[src/rtl/fp32_operand_loader.sv]
// Byte-serial operand loader for the FP32 ALU core: shifts in operand A then B (MSB byte first),
// captures the opcode at start, and holds the result under a valid/ready handshake.
module fp32_operand_loader #(
    parameter int BYTES_PER_OP   = 4,
    parameter int TIMEOUT_CYCLES = 255
) (
    input  logic        clk,
    input  logic        rst,
    input  logic [7:0]  in,
    input  logic        byte_valid,
    input  logic        start,
    input  logic        opcode,
    output logic [31:0] op_a,
    output logic [31:0] op_b,
    output logic        op_code,
    output logic        op_valid,
    input  logic        op_ready,
    output logic        busy,
    output logic        err,
    output logic [3:0]  state_out
);

    localparam int CNT_W  = $clog2(BYTES_PER_OP);
    localparam int IDLE_W = (TIMEOUT_CYCLES > 0) ? $clog2(TIMEOUT_CYCLES + 1) : 1;
    localparam logic [CNT_W-1:0]  LAST_BYTE = CNT_W'(BYTES_PER_OP - 1);
    localparam logic [IDLE_W-1:0] IDLE_MAX  = (TIMEOUT_CYCLES > 0) ? IDLE_W'(TIMEOUT_CYCLES) : '0;

    typedef enum logic [1:0] {
        IDLE   = 2'd0,
        LOAD_A = 2'd1,
        LOAD_B = 2'd2,
        HOLD   = 2'd3
    } state_t;

    state_t              state, state_nxt;
    logic [31:0]         op_a_nxt, op_b_nxt;
    logic                op_code_nxt, err_nxt;
    logic [CNT_W-1:0]    byte_cnt, byte_cnt_nxt;
    logic [IDLE_W-1:0]   idle_cnt, idle_cnt_nxt;
    logic                loading, timeout_hit;

    assign loading = (state == LOAD_A) || (state == LOAD_B);
    // Timeout fires on the idle cycle that brings the count up to TIMEOUT_CYCLES.
    assign timeout_hit = (TIMEOUT_CYCLES > 0) && loading && !byte_valid &&
                         (idle_cnt + 1'b1 >= IDLE_MAX);

    always_comb begin
        // NOTE: every signal gets a default first so no path leaves it unassigned (no latches).
        state_nxt    = state;
        op_a_nxt     = op_a;
        op_b_nxt     = op_b;
        op_code_nxt  = op_code;
        byte_cnt_nxt = byte_cnt;
        idle_cnt_nxt = idle_cnt;
        err_nxt      = 1'b0;

        unique case (state)
            IDLE: begin
                if (start) begin
                    op_code_nxt  = opcode;
                    byte_cnt_nxt = '0;
                    idle_cnt_nxt = '0;
                    state_nxt    = LOAD_A;
                end
            end
            LOAD_A, LOAD_B: begin
                if (start) begin
                    // Restart wins over a same-cycle byte or timeout: one err pulse, byte dropped.
                    op_code_nxt  = opcode;
                    byte_cnt_nxt = '0;
                    idle_cnt_nxt = '0;
                    err_nxt      = 1'b1;
                    state_nxt    = LOAD_A;
                end else if (byte_valid) begin
                    if (state == LOAD_A) op_a_nxt = {op_a[23:0], in};
                    else                 op_b_nxt = {op_b[23:0], in};
                    idle_cnt_nxt = '0;
                    if (byte_cnt == LAST_BYTE) begin
                        byte_cnt_nxt = '0;
                        state_nxt    = (state == LOAD_A) ? LOAD_B : HOLD;
                    end else begin
                        byte_cnt_nxt = byte_cnt + 1'b1;
                    end
                end else if (TIMEOUT_CYCLES > 0) begin
                    if (idle_cnt != IDLE_MAX) idle_cnt_nxt = idle_cnt + 1'b1;
                    if (timeout_hit) begin
                        err_nxt   = 1'b1;
                        state_nxt = IDLE;
                    end
                end
            end
            HOLD: begin
                if (op_ready) state_nxt = IDLE;
            end
            default: state_nxt = IDLE;
        endcase
    end

    // NOTE: sequential state uses non-blocking assignments so all registers update together.
    always_ff @(posedge clk or posedge rst) begin
        if (rst) begin
            state    <= IDLE;
            op_a     <= '0;
            op_b     <= '0;
            op_code  <= 1'b0;
            byte_cnt <= '0;
            idle_cnt <= '0;
            err      <= 1'b0;
        end else begin
            state    <= state_nxt;
            op_a     <= op_a_nxt;
            op_b     <= op_b_nxt;
            op_code  <= op_code_nxt;
            byte_cnt <= byte_cnt_nxt;
            idle_cnt <= idle_cnt_nxt;
            err      <= err_nxt;
        end
    end

    // Pure decodes of the state register; no input reaches these combinationally.
    assign op_valid  = (state == HOLD);
    assign busy      = (state != IDLE);
    assign state_out = {2'b00, state};

endmodule

[config.mk]
export PLATFORM = sky130hd
export DESIGN_NAME = fp32_operand_loader
export DESIGN_NICKNAME = d
export VERILOG_FILES = /design/src/rtl/fp32_operand_loader.sv
export SDC_FILE = /design/constraint.sdc
export NUM_CORES = 1
export LEC_CHECK = 0
export BUFFER_PORTS_ARGS = -buffer_cell sky130_fd_sc_hd__buf_4
export CAP_MARGIN = 20
export CORE_ASPECT_RATIO = 1.4
export CORE_UTILIZATION = 45
export CTS_CLUSTER_DIAMETER = 100
export DETAILED_ROUTE_END_ITERATION = 16
export GPL_TIMING_DRIVEN = 0
export HOLD_SLACK_MARGIN = 0.05
export PLACE_DENSITY_LB_ADDON = 0.05
export SLEW_MARGIN = 20
export SYNTH_ARGS = -nofsm -noshare
export SYNTH_HDL_FRONTEND = slang
export SYNTH_SLANG_ARGS = --single-unit
[constraint.sdc]
create_clock -name clk -period 2.1 [get_ports clk]
set_input_delay 0.21 -clock clk [delete_from_list [all_inputs] [get_ports clk]]
set_output_delay 0.21 -clock clk [all_outputs]
set_load 0.02 [all_outputs]
==> metrics.cfg <==
[run_status]
status=completed

[cells_and_area]
syn2layout_area_growth_pct=29.99
final_layout_size_suffix_gt1_share_pct=55.88
fin_area_sq_mm=0.004323
final_nets=357
n_antenna_cell=0

[clock_network]
root_buffer=clkbuf_8
numCtsBuffers=9
cts_buffer_depth=2
path_clk_slew_ns=0.09
cts_tree=built
clock-sinks=78
cts-htree-levels=3
clk_latency_ns=0.35

[setup_path]
critPathMaxStageDelay_ns=0.43
crit_path_top_delay_cell=dfrtp_1
critPathArrivalTime_ns=2.13
critPathRequiredTime_ns=2.33
worstPathCellList=inv_1 > ha_1 > inv_1 > nor3_4 > o21ai_2 > o211ai_2 > mux2_4
crit_path_frequent_cell=inv_1
critPathLaunchType=register
cp_max_fo=7
path_delay_family=flip-flops
path_class=reg2reg
timing.critical_path.buf_inv=2
worstSetupEndpointType=register

[timing]
fmax_mhz=526.2
slew_viol_final=0
tightest_slew_ns=0.5399
setup_viol=0
hold_violations=0
min_period_ns=1.900
relSlewSlack_pct=63.93
rsz0062_at_grt=false
holdWs_ns=0.09685
clock_skew_ns=0.008066
fin_crit_sh_pct=90.50

[synth]
synth.avg_cell_area_sq_um=14.03
synth_edf_count=0
yosysMostFrequentCell=dfrtp_1
yosysTopAreaCell=dfrtp_1
ys_warn_count=0
syn-instance-count=237
synthesis.area_sq_mm=0.003326
synth_area_leaders=dfrtp_1 (59%), mux2_2 (22%), ha_1 (3.0%)
ys_seq_elements=78
synth_async_sr_flop_share_pct=100.0
ys.flop_type=dfrtp_1
synth_top_area_share_pct=58.69
yosysSeqAreaShare_pct=58.69
netlist_top_cells_count=dfrtp_1 (78), mux2_2 (65), a21oi_1 (10), o21ai_0 (10), nand2_1 (9)
synth.distinct_cells=36

[power_and_ir_drop]
leakage_nw=2.164
peakVddDrop_mv=0.4752
p_total_w=0.004779
p_per_area_mw_per_mm2=1105

[hold_path]
min_path_type=in2reg

[drt]
drt-vias-per-instance=5.129
dr.pass1.iters=4
drt_wl_total_um=6425
drc=0
antenna_left=0
drt_iter0_markers=142
wire_per_inst_um=14.77
vias=2231

[global_routing]
grt_pass1_vias=2027
grt_use_total_pct=17.49
grt_pass1_wl_um=10210
overflow=0
antenna_found_initial=0
grt_max_degree=33

[placement]
gp_congestion=0.8390
dp_hpwl_um=4655
numPortBuffers=83
dpl_cell_area_sq_mm=0.004115

[die]
io_pins=86
rows=36
start_util_pct=47.03
core_area_sq_mm=0.007072
die_area_sq_mm=0.007743
die_w_um=74.66
dieHeight_um=103.7

[job]
drv_cap=0

per-stage QoR:
stage | std cells | setup slack [ns] | util, % | setup TNS, ns
floorplan | 238 | 0.1461 | - | 0
global placement | 416 | -0.009224 | 57.63 | -0.009224
detailed placement | 418 | -0.03809 | 58.19 | -0.05125
CTS | 435 | 0.1222 | 60.95 | 0
global route | 435 | 0.02800 | 61.13 | 0
finish | 435 | 0.1996 | 61.13 | 0
cell type report:
type	instances	area, sq um
clock inverters	7	56.30
multi-input cells	143	1269
clock buffers	9	123.9
inverters	7	30.03
flip-flops and latches	78	1953
well taps	95	118.9
fillers	591	2749
plain buffers	10	98.84
repair buffers	86	673.1
layer usage:
layer	global-route usage [%]	share of wire, %
met1	22.98	43
met2	27.22	50
met4	6.873	1.4
met5	0	0
met3	4.475	5.0
cell families after synthesis:
logic type | after synthesis | share of synthesized area (%)
DFF | 78 | 58.69
muxes | 66 | 22.46
and+or+nand+nor | 34 | 5.643
AOI/OAI and AO/OA | 31 | 5.794
buffers and inverters | 17 | 3.762
adders and majority gates | 8 | 3.010
xor gates and xnor gates | 2 | 0.5268
other | 1 | 0.1128
registers in the layout (all words and copies together), names as in the netlist:
name / count
byte_cnt: 2
err: 1
idle_cnt: 8
op_a: 32
op_b: 32
op_code: 1
state: 2
worst register-to-register path, cell delays in order (launching register included):
cell	delay, ns
dfrtp_1	0.43
inv_1	0.11
ha_1	0.31
inv_1	0.14
nor3_4	0.30
o21ai_2	0.10
o211ai_2	0.09
mux2_4	0.31
timing repair:
item	CTS	global route
setup buffers	0	0
endpoints found under the hold margin	21	0
gates resized for setup	1	4
hold buffers	1	0
setup endpoints to repair	2	5
final timing paths:
path / from / end / slack [ns] / cells past startpoint
setup / recovery: state[1]$_DFFE_PP0P_ / state[0]$_DFFE_PP0P_ / 0.20 / 7
hold / removal: in[3] / op_a[3]$_DFFE_PP0P_ / 0.1 / 2
setup reg to reg: state[1]$_DFFE_PP0P_ / state[0]$_DFFE_PP0P_ / 0.20 / 7
hold reg to reg: op_a[26]$_DFFE_PP0P_ / op_a[26]$_DFFE_PP0P_ / 0.51 / 1
max in group asynchronous: rst / op_b[5]$_DFFE_PP0P_ / 1.11 / 4
min in group asynchronous: rst / op_b[20]$_DFFE_PP0P_ / 0.46 / 3
power breakdown:
group	internal, W	total, W	switching, W
logic	0.000810	0.00165	0.000836
registers	0.00185	0.00211	0.000262
clock network	0.000438	0.00102	0.000581
placed cells by master (no fill, tap or decap), types with 2 or more instances in the layout:
cell type and count:
clkinvlp_4 5, mux2_2 65, nor3_1 2, nor2b_1 3, a21oi_1 10, buf_4 85
nand3_1 3, and3_1 2, o31ai_1 3, buf_6 7, nor2_1 4, inv_6 2
o21ai_0 9, inv_1 6, ha_1 8, nand4_1 2, dfrtp_1 77, buf_12 2
a41oi_1 2, nand2_1 9, clkbuf_8 9, conb_1 2
No activity file was read; power rests on OpenSTA's default activity.
